$ cat src/rtl/vend_pkg.sv
// Shared types and constants for the vending-machine sequencer.
package vend_pkg;

    // Sequencer states; IDLE always implies zero credit.
    typedef enum logic [1:0] {
        IDLE   = 2'd0,
        ACCUM  = 2'd1,
        VEND   = 2'd2,
        RETURN = 2'd3
    } state_t;

    // Coin values in 5-cent units.
    localparam int unsigned NICKEL_U  = 1;
    localparam int unsigned DIME_U    = 2;
    localparam int unsigned QUARTER_U = 5;

    // Width able to hold the largest single coin value.
    localparam int unsigned COIN_W = 3;

    // Value of the coin presented; only meaningful when exactly one input is high.
    function automatic logic [COIN_W-1:0] coin_units(input logic nickel,
                                                     input logic dime,
                                                     input logic quarter);
        logic [COIN_W-1:0] units;
        units = '0;
        if (nickel) begin
            units = COIN_W'(NICKEL_U);
        end else if (dime) begin
            units = COIN_W'(DIME_U);
        end else if (quarter) begin
            units = COIN_W'(QUARTER_U);
        end
        return units;
    endfunction

endpackage

$ cat src/rtl/vend_cmp.sv
// Credit-versus-price comparator, built as a subtract with borrow-out.
module vend_cmp #(
    parameter int unsigned W           = 4,
    parameter int unsigned PRICE_UNITS = 4
) (
    input  logic [W-1:0] credit,
    output logic         ge,
    output logic         eq
);

    logic [W:0] diff;

    // A clear borrow bit means credit covers the price; zero difference is exact payment.
    always_comb begin
        diff = {1'b0, credit} - (W+1)'(PRICE_UNITS);
        ge   = ~diff[W];
        eq   = (diff == '0);
    end

endmodule

$ cat src/rtl/vend_ctrl.sv
// Vending sequencer: accumulates coin credit, dispenses, then pays change one nickel per cycle.
module vend_ctrl #(
    parameter int unsigned PRICE_UNITS = 4,
    parameter int unsigned SUM_W       = 4
) (
    input  logic             i_clk,
    input  logic             i_rst_n,
    input  logic             i_nickel,
    input  logic             i_dime,
    input  logic             i_quarter,
    input  logic             i_cancel,
    output logic             o_soda,
    output logic             o_change_nickel,
    output logic [SUM_W-1:0] o_change,
    output logic [SUM_W-1:0] o_credit,
    output logic             o_coin_reject,
    output logic             o_busy
);

    import vend_pkg::*;

    localparam int unsigned ADD_W = SUM_W + 1;

    state_t             state_q, state_d;
    logic [SUM_W-1:0]   credit_q, credit_d;
    logic [SUM_W-1:0]   count_q, count_d;
    logic [SUM_W-1:0]   change_q, change_d;
    logic               soda_d, nickel_d, reject_d, busy_d;

    logic [1:0]         coin_cnt;
    logic               coin_one;
    logic               coin_any;
    logic [ADD_W-1:0]   coin_val;
    logic [ADD_W-1:0]   credit_sum;
    logic               cmp_ge;
    logic               cmp_eq;

    vend_cmp #(
        .W           (SUM_W),
        .PRICE_UNITS (PRICE_UNITS)
    ) u_cmp (
        .credit (credit_q),
        .ge     (cmp_ge),
        .eq     (cmp_eq)
    );

    // Coin decode and the widened credit adder.
    always_comb begin
        coin_cnt   = 2'(i_nickel) + 2'(i_dime) + 2'(i_quarter);
        coin_one   = (coin_cnt == 2'd1);
        coin_any   = (coin_cnt != 2'd0);
        coin_val   = ADD_W'(coin_units(i_nickel, i_dime, i_quarter));
        credit_sum = {1'b0, credit_q} + coin_val;
    end

    // Next-state, datapath and registered-output decisions.
    always_comb begin
        state_d  = state_q;
        credit_d = credit_q;
        count_d  = count_q;
        change_d = change_q;
        reject_d = 1'b0;

        case (state_q)
            IDLE: begin
                if (coin_one) begin
                    credit_d = SUM_W'(credit_sum);
                    state_d  = ACCUM;
                end else begin
                    reject_d = coin_any;
                end
            end

            ACCUM: begin
                if (cmp_ge) begin
                    // Price reached: vend takes priority over cancel, and further
                    // coins are refused so credit stays within PRICE_UNITS-1+5.
                    state_d  = VEND;
                    reject_d = coin_any;
                end else if (i_cancel && (credit_q != '0)) begin
                    count_d  = credit_q;
                    change_d = credit_q;
                    credit_d = '0;
                    state_d  = RETURN;
                    reject_d = coin_any;
                end else if (coin_one) begin
                    credit_d = SUM_W'(credit_sum);
                end else begin
                    reject_d = coin_any;
                end
            end

            VEND: begin
                count_d  = credit_q - SUM_W'(PRICE_UNITS);
                change_d = credit_q - SUM_W'(PRICE_UNITS);
                credit_d = '0;
                state_d  = cmp_eq ? IDLE : RETURN;
                reject_d = coin_any;
            end

            RETURN: begin
                count_d  = count_q - SUM_W'(1);
                reject_d = coin_any;
                if (count_q <= SUM_W'(1)) begin
                    state_d = IDLE;
                end
            end

            default: begin
                state_d = IDLE;
            end
        endcase

        soda_d   = (state_d == VEND);
        nickel_d = (state_d == RETURN);
        busy_d   = soda_d | nickel_d;
    end

    // State, datapath and output registers.
    always_ff @(posedge i_clk or negedge i_rst_n) begin
        if (!i_rst_n) begin
            state_q         <= IDLE;
            credit_q        <= '0;
            count_q         <= '0;
            change_q        <= '0;
            o_soda          <= 1'b0;
            o_change_nickel <= 1'b0;
            o_coin_reject   <= 1'b0;
            o_busy          <= 1'b0;
        end else begin
            state_q         <= state_d;
            credit_q        <= credit_d;
            count_q         <= count_d;
            change_q        <= change_d;
            o_soda          <= soda_d;
            o_change_nickel <= nickel_d;
            o_coin_reject   <= reject_d;
            o_busy          <= busy_d;
        end
    end

    assign o_credit = credit_q;
    assign o_change = change_q;

endmodule
$ cat config.mk
export PLATFORM = sky130hd
export DESIGN_NAME = vend_ctrl
export DESIGN_NICKNAME = d
export VERILOG_FILES = /design/src/rtl/vend_pkg.sv /design/src/rtl/vend_cmp.sv /design/src/rtl/vend_ctrl.sv
export SDC_FILE = /design/constraint.sdc
export NUM_CORES = 1
export LEC_CHECK = 0
export ABC_AREA = 1
export CAP_MARGIN = 10
export CORE_UTILIZATION = 53
export DETAILED_ROUTE_END_ITERATION = 6
export PLACE_DENSITY = 0.78
export SETUP_SLACK_MARGIN = 0.05
export SYNTH_ARGS = -nofsm -noshare
export SYNTH_HDL_FRONTEND = slang
export SYNTH_SLANG_ARGS = --single-unit
$ cat constraint.sdc
create_clock -name i_clk -period 1.85 [get_ports i_clk]
set_clock_uncertainty 0.05 [all_clocks]
set_input_delay 0.185 -clock i_clk [delete_from_list [all_inputs] [get_ports i_clk]]
set_output_delay 0.185 -clock i_clk [all_outputs]
set_load 0.1 [all_outputs]
# Word level (Yosys, flattened, before mapping)
# Cells that the tools add are included.
dict set report totals {
  ff_bits 18
  word_cells 57
  input_bits 6
  output_inout_bits 12
}
dict set report classes {
  n_addsub 6
  bitwise 1
  reduce_logical 12
  magnitude_cmp 1
  eq_ne 8
  muxes 21
}
# op count
set op_table {}
lappend op_table {{4-bit one-hot mux with 3 select lines} 2}
lappend op_table {{4-bit 2-to-1 mux} 5}
lappend op_table {{2-bit 2-to-1 mux} 5}
lappend op_table {{3-bit 2-to-1 mux} 3}
lappend op_table {{2-bit equality test (second input constant)} 4}
lappend op_table {{2-bit one-hot mux with 4 select lines} 1}
lappend op_table {{4-bit one-hot mux with 2 select lines} 1}
lappend op_table {{3-bit AND reduction} 2}
lappend op_table {{3-bit nonzero test} 2}
lappend op_table {{5-bit logical NOT} 1}
lappend op_table {{4-bit by 3-bit subtractor with 5-bit output (second input constant)} 1}
lappend op_table {{4-bit by 3-bit adder with 4-bit output} 1}
lappend op_table {{2-bit by 1-bit equality test with 1-bit output (second input constant)} 2}
lappend op_table {{4-bit by 1-bit <= comparator with 1-bit output (second input constant)} 1}
lappend op_table {{2-bit nonzero test} 2}
lappend op_table {{4-bit nonzero test} 1}
lappend op_table {{4-bit by 1-bit subtractor with 4-bit output (second input constant)} 1}
lappend op_table {{4-bit by 3-bit subtractor with 4-bit output (second input constant)} 1}
lappend op_table {{1-bit 2-to-1 mux} 3}
lappend op_table {{1-bit one-hot mux with 3 select lines} 1}
lappend op_table {{1-bit by 1-bit adder with 2-bit output} 1}
lappend op_table {{2-bit by 1-bit adder with 2-bit output} 1}
lappend op_table {{2-bit logical NOT} 1}
lappend op_table {{2-bit by 1-bit inequality test with 1-bit output (second input constant)} 1}
lappend op_table {{other kinds (5)} 5}

# Depth between registers and ports, before layout
dict set report logic_depth {
  word_depth 8
  depth_mapped 11
  depth_no_buf 11
}

# Cells and area by module
# Synthesis repeated with hierarchy kept, for this count alone.
dict set report unflattened {
  hier_cells 165
  hier_area_um2 1213.7
}
# mod cells_each area_per_inst_um2 seq_area_each_um2 n_inst
set modules_own_cells {}
lappend modules_own_cells {vend_ctrl 158 1184.9 425.4 1}
lappend modules_own_cells {vend_cmp 7 28.8 0.0 1}

# Least setup slack after synthesis
# OpenSTA, ideal clock, no wires.
dict set report synth_path {
  path_type {register to register}
  from {register o_busy (netlist name)}
  to {register credit_q[3] (netlist: o_credit[3])}
  arrival_time_ns 2.086
  n_path_buf 0
  stages_incl_launch_ff 11
  required_time_ns 1.679
  synth_period_minus_slack_ns 2.257
  path_slack_ns -0.407
  setup_ns 0.121
  path_cell_list {dfrtp_1 -> inv_1 -> ha_1 -> inv_2 -> nor2_4 -> nor2_4 -> nand2_4 -> a21oi_2 -> nand2_1 -> nand2_1 -> nor2_1}
}
# element line
set synth_rtl {}
lappend synth_rtl {{to (signal assigned)} vend_ctrl.sv:132} ;# credit_q <= credit_d;
lappend synth_rtl {{to (decl)} vend_ctrl.sv:25} ;# logic [SUM_W-1:0] credit_q, credit_d;

==> results.md <==
* Arr. time, crit path at 1840 ps
* Place WS at -170.3 ps
* Slew HR at 75.77%
* Core box area at 2191 um2
* Syn_area_per_cell at 7.776 um2
* Final Hold Vio Count at 0
* Global-route wire length before repair at 4250 um
* Commonest cells in the netlist: nand2_1 (33), inv_1 (25), nor2_1 (18)
* Initial Util at 56.08%
* Die Wd at 50.15 um
* Final WL at roughly 2500 um
* TritonCTS Buffers at 3
* CP startpoint: o_busy$_DFF_PN0_
* Final setup vio count at 0
* Max-Cap Viols at 0
* Type of the most critical hold path: input port to async pin
* CP dominant cell by count: inv_2
* Die Y at 50.15 um
* # H-tree levels at 1
* Hold_buf cts at 0
* Setup crit start kind: flop
* Fin cells at 211
* Register area share after synthesis at 34.62%
* Leading area contributor after synthesis: dfrtp_1
* Largest net degree at the start of global routing at 18
* Via count at approximately 1100
* Fill cell count at 187
* Cell family with most CP delay: flip-flops
* Final nets at 205
* CP Capture Type: flop
* Crit path max-delay cell type: dfrtp_4
* Antenna Nets Post-Route at 0
* Fin. max-slew vios at 0
* Hold_ws at 159.7 ps
* FMAX at 589.4 MHz
* Router iterations before antenna repair at 4
* DIE AREA at 2515 um2
* Post-Syn Area at 1229 um2
* Multi-input combinational cell area at 681.9 um2
* Critical R2R Launch: o_busy$_DFF_PN0_
* Layout cells sized above 1 at approximately a fifth
* Net Count, Synth at 179
* Status: complete, no violations
* Port Buf Inserts at 17
* R2R depth at 8
* Worst path cell trace: inv_1 > ha_1 > inv_2 > nor2_4 > inv_2 > nand3_2 > nand2_1 > o21a_1
* Largest stage delay, worst path at 520 ps
* WL/cell at 11.64 um
* Clock-pin slew on the worst setup and hold paths at 90 ps
* CTS tree: yes
* RSZ-0062 raised after global routing: false
* Yosys top cell area share at 34.62%
* Most frequent cell after synthesis: nand2_1
* Tmin final at about 1700 ps
* I/O Pins at 18
* Register Area at around 440 um2
* # diodes at 0
* Setup slack, reg-to-reg at roughly 150 ps
* Worst flop-to-flop path endpoint: count_q[3]$_DFFE_PN0P_
* GRT Total Usage at 23.06%
* Grt ovf at 0
* Unique masters post-synth at 25
* Setup slack after layout at roughly 150 ps
* Number of global-route vias before repair at 993
* Post-CTS setup buffers at 0
* # rows at 17
* Sink Count at 17
* FFs w/ async S/R, synth at 100.0%
* Top FF cell, synth: dfrtp_1
* Post-synth EDFFs at 0
* Max Buffers Root-to-Sink at 2
* Area growth syn-to-layout at 19.96%
* Post-synthesis register bit count at 17
* Root Buffer: clkbuf_4
* Post-detail-place hpwl at 1986 um
* Slew @ Worst Pin at 363.4 ps
* Post-Synthesis Cells at 158
* Post-DR vias/cell at a little over 5
* Post-Place Cells at 207
* RePlAce Congestion at 0.8316
* Area contributors post-synth: dfrtp_1 (35%), ha_1 (13%), nand2_1 (10%), inv_1 (7.6%), nor2_1 (5.5%)
* Resized cells post-CTS at 0
* Worst Path Buf+Inv at 3
* Kind of critical path: flop to flop
* Final worst-path cycle share at around nine tenths
* Core Util, Final at 67.28%
* WP data required at roughly 2000 ps
* Skew-Pair Late Insertion Delay at 290 ps
* Synth warn at 0
* Initial antenna violation count at 0
* Worst-path fanout max at 8
* 1st-iter DRT viols at 23
* # DRC at 0
[per-layer routing]
metal | track usage (%) | vias up | wire [um]
met2 | 38.89 | 12 | 1250
met4 | 11.43 | 0 | 42
li1 | - | 552 | -
met3 | 3.636 | 4 | 36
met5 | 0 | - | 0
met1 | 28.32 | 493 | 1126
[cells by family after synthesis]
family,synth area share (%)
and+or+nand+nor,25.36
buffers and inverters,10.08
AOI/OAI and AO/OA,12.73
DFF,34.62
adders and majority gates,16.50
xor gates and xnor gates,0.7130
[worst reg2reg max path: cells and delay by family (launching register included)]
kind / cells / cell delay, ps
AO/OA/AOI/OAI: 1 / 110
adder cells (fa/ha/maj): 1 / 310
buffers and inverters: 3 / 260
flip-flops: 1 / 520
AND/OR/NAND/NOR: 3 / 360
[cell usage in the layout, fill, tap and decap left out, types with 3 or more instances in the layout]
master,n
nand2_1,33
inv_1,25
buf_4,19
nor2_1,18
dfrtp_1,14
ha_1,12
o21ai_0,9
nand3_1,8
a21oi_1,7
clkdlybuf4s50_1,5
clkbuf_4,3
dfrtp_4,3
[metrics by stage]
step,cell area (um2),TNS (ps)
detailed placement,1445,-834.8
global route,1474,0
finish,1474,0
global placement,1445,-635.0
floorplan,1240,0
CTS,1471,0
[registers in the layout (all words and copies together), names as in the netlist]
register	flops
count_q	4
o_busy	1
o_change	4
o_change_nickel	1
o_coin_reject	1
o_credit	4
o_soda	1
state_q	1
[final cells by class]
cell class / count / share of cell area, %
well taps: 28 / 2.377
multi-input cells: 111 / 46.26
repair buffers: 24 / 13.07
clock buffers: 4 / 1.783
flip-flops and latches: 17 / 29.63
inverters: 27 / 6.876
[how the worst max path moves through the flow]
stage / endpoint / slack (ps) / cells past startpoint
after CTS: count_q[3]$_DFFE_PN0P_ / 150 / 8
final: count_q[3]$_DFFE_PN0P_ / 150 / 8
after floorplan: o_credit[3]$_DFFE_PN0P_ / 70 / 10
after global placement: o_credit[2]$_DFFE_PN0P_ / -190 / 9
after detailed placement: o_credit[2]$_DFFE_PN0P_ / -170 / 9
after global routing: o_change_nickel$_DFF_PN0_ / 50 / 8
Power is left out: the tool's default activity adds up to more than one toggle a clock period on the data nets, which glitch-free logic cannot reach.
